File: src/rtl/if_queue_if.sv
// Fetch-to-decode queue bus: the fetch push port, the flush line, the decode pop port and status.
// The queue module takes the slave side. The producer, or a bench, takes the master side.
interface if_queue_if #(
  parameter int XLEN  = 32,
  parameter int DEPTH = 4
);
  localparam int CW = $clog2(DEPTH) + 1;

  // Push side (fetch -> queue)
  logic            i_wr_valid;
  logic [XLEN-1:0] i_wr_pc;
  logic [31:0]     i_wr_instr;
  logic            i_flush;

  // Pop side (queue -> decode)
  logic            i_rd_ready;
  logic            o_rd_valid;
  logic [XLEN-1:0] o_rd_pc;
  logic [31:0]     o_rd_instr;

  // Status
  logic            o_halt;
  logic [CW-1:0]   o_count;
  logic            o_overflow;

  modport master (
    output i_wr_valid, i_wr_pc, i_wr_instr, i_flush, i_rd_ready,
    input  o_rd_valid, o_rd_pc, o_rd_instr, o_halt, o_count, o_overflow
  );

  modport slave (
    input  i_wr_valid, i_wr_pc, i_wr_instr, i_flush, i_rd_ready,
    output o_rd_valid, o_rd_pc, o_rd_instr, o_halt, o_count, o_overflow
  );
endinterface

File: src/rtl/if_queue.sv
// Instruction fetch queue: DEPTH-entry circular FIFO of {pc, instr} between fetch and decode.
// o_halt is a registered early-full signal. It leaves one slot for the fetch that is already in flight.
module if_queue #(
  parameter int XLEN  = 32,
  parameter int DEPTH = 4
) (
  input  logic      i_clk,
  input  logic      i_rst,
  if_queue_if.slave q
);
  localparam int              PW     = $clog2(DEPTH);
  localparam int              CW     = $clog2(DEPTH) + 1;
  localparam logic [CW-1:0]   FULL_C = CW'(DEPTH);
  localparam logic [CW-1:0]   HALT_C = CW'(DEPTH - 1);

  // Handshake: the write side has no ready signal. A word is taken when i_wr_valid is high
  // and there is room or a pop is happening. Otherwise the word is dropped and o_overflow is set.
  // The read side transfers when o_rd_valid && i_rd_ready. A flush overrides both sides.
  logic [XLEN-1:0] pc_mem    [DEPTH];
  logic [31:0]     instr_mem [DEPTH];

  logic [PW-1:0] wr_ptr_q, rd_ptr_q;
  logic [PW-1:0] wr_ptr_nxt, rd_ptr_nxt;
  logic [CW-1:0] count_q, count_nxt;
  logic          halt_q, halt_nxt;
  logic          ovf_q, ovf_nxt;
  logic          not_empty, not_full;
  logic          push, pop, drop;

  always_comb begin
    not_empty = (count_q != '0);
    not_full  = (count_q != FULL_C);
    pop       = not_empty && q.i_rd_ready && !q.i_flush;
    push      = q.i_wr_valid && !q.i_flush && (not_full || pop);
    drop      = q.i_wr_valid && !q.i_flush && !not_full && !pop;
  end

  always_comb begin
    count_nxt  = count_q;
    wr_ptr_nxt = wr_ptr_q;
    rd_ptr_nxt = rd_ptr_q;
    ovf_nxt    = ovf_q || drop;
    if (q.i_flush) begin
      count_nxt  = '0;
      wr_ptr_nxt = '0;
      rd_ptr_nxt = '0;
    end else begin
      if (push) wr_ptr_nxt = wr_ptr_q + PW'(1);
      if (pop)  rd_ptr_nxt = rd_ptr_q + PW'(1);
      case ({push, pop})
        2'b10:   count_nxt = count_q + CW'(1);
        2'b01:   count_nxt = count_q - CW'(1);
        default: count_nxt = count_q;
      endcase
    end
    // A flush drives count_nxt to zero, so halt is also cleared after a flush.
    halt_nxt = (count_nxt >= HALT_C);
  end

  always_ff @(posedge i_clk or negedge i_rst) begin
    if (!i_rst) begin
      wr_ptr_q <= '0;
      rd_ptr_q <= '0;
      count_q  <= '0;
      halt_q   <= 1'b0;
      ovf_q    <= 1'b0;
    end else begin
      wr_ptr_q <= wr_ptr_nxt;
      rd_ptr_q <= rd_ptr_nxt;
      count_q  <= count_nxt;
      halt_q   <= halt_nxt;
      ovf_q    <= ovf_nxt;
    end
  end

  // Storage has no reset. It is only visible through the head while count is nonzero.
  always_ff @(posedge i_clk) begin
    if (push) begin
      pc_mem[wr_ptr_q]    <= q.i_wr_pc;
      instr_mem[wr_ptr_q] <= q.i_wr_instr;
    end
  end

  always_comb begin
    q.o_rd_valid = not_empty;
    q.o_rd_pc    = not_empty ? pc_mem[rd_ptr_q]    : '0;
    q.o_rd_instr = not_empty ? instr_mem[rd_ptr_q] : '0;
    q.o_halt     = halt_q;
    q.o_count    = count_q;
    q.o_overflow = ovf_q;
  end
endmodule

File: src/flat_wrapper.sv
// flat-port wrapper written by rule: the top's interface ports become plain ports
module if_queue_flat 
#(
  parameter int XLEN  = 32,
  parameter int DEPTH = 4
)
  (i_clk, i_rst, q_i_wr_valid, q_i_wr_pc, q_i_wr_instr, q_i_flush, q_i_rd_ready, q_o_rd_valid, q_o_rd_pc, q_o_rd_instr, q_o_halt, q_o_count, q_o_overflow);
  if_queue_if #(.XLEN(XLEN), .DEPTH(DEPTH)) q_i ();
  input  logic i_clk;
  input  logic i_rst;
  input wire logic [$bits(q_i.i_wr_valid)-1:0] q_i_wr_valid;
  input wire logic [$bits(q_i.i_wr_pc)-1:0] q_i_wr_pc;
  input wire logic [$bits(q_i.i_wr_instr)-1:0] q_i_wr_instr;
  input wire logic [$bits(q_i.i_flush)-1:0] q_i_flush;
  input wire logic [$bits(q_i.i_rd_ready)-1:0] q_i_rd_ready;
  output wire logic [$bits(q_i.o_rd_valid)-1:0] q_o_rd_valid;
  output wire logic [$bits(q_i.o_rd_pc)-1:0] q_o_rd_pc;
  output wire logic [$bits(q_i.o_rd_instr)-1:0] q_o_rd_instr;
  output wire logic [$bits(q_i.o_halt)-1:0] q_o_halt;
  output wire logic [$bits(q_i.o_count)-1:0] q_o_count;
  output wire logic [$bits(q_i.o_overflow)-1:0] q_o_overflow;
  assign q_i.i_wr_valid = q_i_wr_valid;
  assign q_i.i_wr_pc = q_i_wr_pc;
  assign q_i.i_wr_instr = q_i_wr_instr;
  assign q_i.i_flush = q_i_flush;
  assign q_i.i_rd_ready = q_i_rd_ready;
  assign q_o_rd_valid = q_i.o_rd_valid;
  assign q_o_rd_pc = q_i.o_rd_pc;
  assign q_o_rd_instr = q_i.o_rd_instr;
  assign q_o_halt = q_i.o_halt;
  assign q_o_count = q_i.o_count;
  assign q_o_overflow = q_i.o_overflow;
  if_queue #(.XLEN(XLEN), .DEPTH(DEPTH)) u_core (.i_clk(i_clk), .i_rst(i_rst), .q(q_i));
endmodule
File: config.mk
export PLATFORM = sky130hd
export DESIGN_NAME = if_queue_flat
export DESIGN_NICKNAME = d
export VERILOG_FILES = /design/src/rtl/if_queue_if.sv /design/src/rtl/if_queue.sv /design/src/flat_wrapper.sv
export SDC_FILE = /design/constraint.sdc
export NUM_CORES = 1
export LEC_CHECK = 0
export BUFFER_PORTS_ARGS = -buffer_cell sky130_fd_sc_hd__buf_2
export CORE_ASPECT_RATIO = 0.6
export CORE_MARGIN = 5
export CORE_UTILIZATION = 52
export CTS_CLUSTER_DIAMETER = 40
export DETAILED_ROUTE_END_ITERATION = 6
export GPL_TIMING_DRIVEN = 0
export PLACE_DENSITY = 0.76
export SKIP_LAST_GASP = 1
export SLEW_MARGIN = 20
export SYNTH_ARGS = -nofsm -noshare
export SYNTH_HDL_FRONTEND = slang
export SYNTH_SLANG_ARGS = --single-unit
File: constraint.sdc
create_clock -name i_clk -period 3.2 [get_ports i_clk]
set_clock_uncertainty 0.1 [all_clocks]
set_input_delay 0.16 -clock i_clk [delete_from_list [all_inputs] [get_ports i_clk]]
set_output_delay 0.16 -clock i_clk [all_outputs]
set_load 0.005 [all_outputs]
Word level (Yosys, flattened, before mapping). Memories as Yosys holds them, arrays and structs flattened. Cells that the tools add are included.

$add $sub $neg: 4. Multiply operators: 0. Div/mod/pow operators: 0. $lt $le $gt $ge: 1. Equal/unequal tests: 3. Shifts and indexed selects: 0. Multiplexer cells: 10. Bitwise gates (word level): 0. Reductions and logical operators: 14.

Operator list (number): $mux W32 (2); $mux W2 (4); $logic_and A1 B1 Y1 (6); $pmux W3 S2 (1); $add A2 B1 Y2 const B (2); $reduce_bool A2 Y1 (2); $add A3 B1 Y3 const B (1); $ge A3 B2 Y1 const B (1); $logic_not A1 Y1 (3); $mux W3 (1); $ne A3 B3 Y1 const B (1); $reduce_bool A3 Y1 (1); $sub A3 B1 Y3 const B (1); $eq A2 B1 Y1 const B (1); $eq A2 B2 Y1 const B (1); $logic_or A1 B1 Y1 (2); $mux W1 (2).

Flip-flop bits (word level): 9. Latch bits: 0. Memory bits (writable): 256. ROM bits: 0. Bits of input ports: 69. Output and inout bits: 70. Word-level logic and storage cells: 39. Memories: 2.

Memory list: u_core.instr_mem (words 4, bits a word 32, read ports 1, clocked after Yosys merged registers in 0, wr ports 1, line if_queue.sv:20) `logic [31:0] instr_mem [DEPTH];`; u_core.pc_mem (words 4, bits a word 32, read ports 1, clocked after Yosys merged registers in 0, wr ports 1, line if_queue.sv:19) `logic [XLEN-1:0] pc_mem [DEPTH];`.

Longest topological paths before layout.
Depth after elaboration: 9. Depth in mapped cells: 10. Depth with buffers taken out: 8.

Worst setup path after synthesis. Ideal clock, no wire load.

Kind: reg2reg. Start point: register u_core.count_q[2] (netlist: u_core.q.o_count[2]). End point: memory u_core.instr_mem[1][0], enable pin. Setup time: 0.429 ns. Data arrival time: 2.648 ns. Required time: 2.671 ns. Setup slack: 0.023 ns. Stages on the path, launching flop included: 5. Buffers on the path: 1. Period minus slack after synthesis: 3.177 ns. Cell sequence: dfrtp_1 buf_2 nor4b_2 nor3b_1 and2_1.

Cells in the longest elaborated chain, start to end: 7. Elaborated cells between the ends (all ways): 8. Classes of those cells: eq/ne: 1; mux: 2; reduce/logical: 5.

Ends and longest elaborated chain: from (decl) (line if_queue.sv:24) `logic [CW-1:0] count_q, count_nxt;`; from (signal assigned) (line if_queue.sv:70) `count_q <= count_nxt;`; $reduce_bool A3 Y1 (line if_queue.sv:31) `not_empty = (count_q != '0);`; $logic_and A1 B1 Y1 (2 in a row) (line if_queue.sv:33) `pop = not_empty && q.i_rd_ready && !q.i_flush;`; $logic_or A1 B1 Y1 * (line if_queue.sv:34) `push = q.i_wr_valid && !q.i_flush && (not_full || pop);`; $logic_and A1 B1 Y1 * (line if_queue.sv:34); $mux W1 * (line if_queue.sv:78) `if (push) begin`; $mux W1 (not written as such) * (line if_queue.sv:80) `instr_mem[wr_ptr_q] <= q.i_wr_instr;`; to (decl) (line if_queue.sv:20).

Every way passes the cells marked *; elsewhere a longest branch is shown, timed or not.

Final worst setup path.
Start point: register u_core.count_q[2] (netlist: u_core.q.o_count[2]). End point: register u_core.halt_q (netlist: u_core.q.o_halt).

Cells in the longest elaborated chain, start to end: 9. Elaborated cells between the ends (all ways): 13. Classes of those cells: add/sub: 2; order compare: 1; eq/ne: 3; mux: 2; reduce/logical: 5.

Ends and longest elaborated chain: $reduce_bool A3 Y1 (line if_queue.sv:31); $logic_and A1 B1 Y1 (2 in a row) (line if_queue.sv:33); $logic_or A1 B1 Y1 (line if_queue.sv:34); $logic_and A1 B1 Y1 (line if_queue.sv:34); $eq A2 B1 Y1 / $eq A2 B2 Y1 (equally long branches) (line if_queue.sv:50) `case ({push, pop})`; $pmux W3 S2 * (line if_queue.sv:50); $mux W3 * (line if_queue.sv:43) `if (q.i_flush) begin`; $ge A3 B2 Y1 * (line if_queue.sv:57) `halt_nxt = (count_nxt >= HALT_C);`; via u_core.halt_nxt (line if_queue.sv:25) `logic halt_q, halt_nxt;`; to (signal assigned) (line if_queue.sv:71) `halt_q <= halt_nxt;`; to (decl) (line if_queue.sv:25).

Mark *: on every way through the listed nets, which the timed path passes. The rest lies on a longest branch. A chain may end at the register's enable or synchronous reset.

==> results.md <==
- Status: completed
- CTS tree: built
- Clk slew on worst S/H paths: 0.06 ns
- Routed wire length: 20.4 mm
- Tcrit/Tclk final: 90.9%
- Layout cells sized above 1: 37.0%
- Final Hold Vio Count: 0
- CP Data Required Time: 3.53 ns
- # port buffers: 138
- Final max-slew violation count: 0
- First-pass GRT wire length: 31.9 mm
- Worst path cell trace: buf_2, or3_4, buf_6, nand2_1, nor3_1, fa_1, or4_1, and3_1, a21oi_1
- Arr. time, crit path: 3.24 ns
- Startpoint Class: flop
- Asr flop ratio synth: 3.40%
- Clock group share of total power: 36.6%
- Distinct cells, synth: 37
- CTS HTree Levels: 1
- Switching share of power: 23.7%
- Synth Register Bits: 265
- Post-layout minimum cycle time: 2.91 ns
- Combinational fraction of design power: 15.3%
- Actual slew at the worst max-slew pin: 0.697 ns
- Site Rows: 40
- Register share of total power: 48.0%
- Setup Crit Path Kind: reg2reg
- Bufs on Longest Clock Path: 3
- Core ar.: 19,800 um^2
- Slowest CP cell: or4_1
- NetSw: 1960 uW
- Leakage: 0.00461 uW
- Postcts setup bufs: 0
- Die Area: 22,900 um^2
- Crit path max fanout: 10
- Die width: 192 um
- Warnings, synthesis: 0
- Max Clk Rate: 344 MHz
- Peak supply drop: 0.000470 V
- Cell Int Power: 6320 uW
- CP endpoint kind: flop
- Nets@finish: 796
- Top-area cell type share of the netlist area: 74.2%
- Gr usage total: 17.9%
- Cell Count, Final, Fillers Out: 1,018
- Remaining antenna violation count: 0
- Top Ports: 139
- Leading area contributor after synthesis: edfxtp_1
- Slew HR: 53.4%
- Cell Pwr Density: 634 nW/um^2
- Vias in the first global route: 5,774
- Hold/Removal Path Class: in2reg
- Final Util: 66.1%
- Post-Syn Nets: 555
- Sequential share of the synthesized area: 76.4%
- Post-cts resize count: 0
- Commonest cells in the netlist: 256 x edfxtp_1, 68 x and2_1, 64 x mux4_2
- Syn Area/Cell: 21.5 um^2
- DR WL/cell: 20.1 um
- Worst skew pair latency: 0.54 ns
- Die H: 119 um
- Num CTS Buffers: 28
- Cell area after synthesis: 10,400 um^2
- Final setup viols: 0
- Unrepaired setup endpoints after global routing: no
- CP max stage delay: 0.55 ns
- Detailed placement HPWL: 12.4 mm
- Total power: 8280 uW
- CTS root buf: clkbuf_16
- Via Count: 5,367
- Area Growth Syn to Fin: 26.1%
- Grt ovf: 0
- Drt first pass iters: 4
- Iter 0 DRT Violations: 323
- CTS Hold Bufs: 69
- Inst Count DP: 896
- Synthesized instance count: 481
- Post-synth EDFFs: 256
- Synth top area cells: edfxtp_1 74%, mux4_2 14%, and2_1 4.1%
- Initial Utilization: 52.4%
- CTS Sinks: 265
- Post-synth top flop: edfxtp_1
- Final GP Congestion: 0.733
- Vias per inst: 5.27
- Initial antenna violation count: 1
- Largest net degree at the start of global routing: 35
- Number of max-cap violations: 0
- DRC: 0
- Top-count cell post-synth: edfxtp_1
path summary, 6_finish.rpt:
| path | start | endpoint | slack (ns) | cells after the start |
|---|---|---|---|---|
| worst max-delay path | u_core.q.o_count[2] | u_core.q.o_halt | 0.29 | 9 |
| worst min-delay path | q_i_wr_pc[11] | u_core.pc_mem[0][11] | 0.26 | 2 |
| worst max register to register | u_core.q.o_count[2] | u_core.q.o_halt | 0.29 | 9 |
| worst min register to register | u_core.q.o_overflow | u_core.q.o_overflow | 0.43 | 1 |
| max in group asynchronous | i_rst | u_core.q.o_overflow | 2.09 | 3 |
| min in group asynchronous | i_rst | u_core.rd_ptr_q[1] | 0.56 | 3 |
logic make-up (layout without fill, tap and decap cells):
family / after synthesis / after routing / share of synthesized area, %
AO/OA/AOI/OAI: 12 / 12 / 0.846
XOR/XNOR: 4 / 4 / 0.338
adder cells (fa/ha/maj): 5 / 5 / 0.677
buffers and inverters: 30 / 293 / 1.78
flip-flops: 265 / 265 / 76.4
multiplexers: 67 / 67 / 14.2
other: 0 / 1 / 0
AND/OR/NAND/NOR: 98 / 98 / 5.74
area by class of cell:
type / instances / area [um^2]
repair buffers: 211 / 1460
well taps: 273 / 342
clock inverters: 20 / 170
multi-input cells: 186 / 2270
inverters: 3 / 11.3
fillers: 1314 / 6710
plain buffers: 27 / 173
diodes: 1 / 2.50
clock buffers: 32 / 716
flip-flops and latches: 265 / 7910
through the flow:
| step | setup TNS [ns] | worst slack (ns) | hold slack [ns] | cell area, um^2 |
|---|---|---|---|---|
| detailed placement | 0 | 0.374 | -0.0718 | 11500 |
| finish | 0 | 0.291 | 0.260 | 13100 |
| global route | 0 | 0.197 | 0.255 | 13100 |
| CTS | 0 | 0.314 | 0.234 | 13100 |
| floorplan | 0 | 0.0234 | -0.236 | 10400 |
| global placement | -276.63 | -1.10 | -0.0808 | 11400 |
cells in the final DEF (no fill, tap or decap), drive strengths merged, types with 2 or more instances in the layout:
cell,n
clkinv,13
clkbuf,40
nand3,2
buf,161
nor3,2
and2,68
nand2,3
nor2,10
nor2b,5
mux2,2
dfrtp,9
a21oi,2
o31ai,2
ha,4
mux4,64
inv,8
edfxtp,256
dlygate4sd3,69
xor2,3
nand2b,2
critical path: cells and delay by family, from the launching register on:
kind / cells / cell delay (ns)
AOI/OAI and AO/OA: 1 / 0.14
adders and majority gates: 1 / 0.46
buffers and inverters: 2 / 0.34
DFF: 1 / 0.38
and+or+nand+nor: 5 / 1.38
power by group through the flow:
stage          registers, uW  logic [uW]  clock network, uW
3_5_place_dp            4050        1220                  0
5_1_grt                 3990        1400               3260
3_3_place_gp            4060        1170                  0
6_report                3980        1270               3030
4_1_cts                 3980        1290               3120
2_1_floorplan           4050         733                  0
layer usage:
metal / routed length, um / vias up / GRT usage, % / share of wire, %
li1: - / 2430 / - / -
met1: 8900 / 2744 / 25.2 / 44
met2: 10100 / 168 / 29.7 / 49
met3: 1190 / 25 / 3.93 / 5.8
met4: 247 / 0 / 3.29 / 1.2
met5: 0 / - / 0 / 0
registers in the layout (all words and copies together), names as in the netlist:
register,cells
u_core.pc_mem,128
u_core.instr_mem,128
u_core.q.o_count,3
u_core.q.o_halt,1
u_core.q.o_overflow,1
u_core.wr_ptr_q,2
u_core.rd_ptr_q,2
Note: power is estimated with default switching activity, not from simulation.
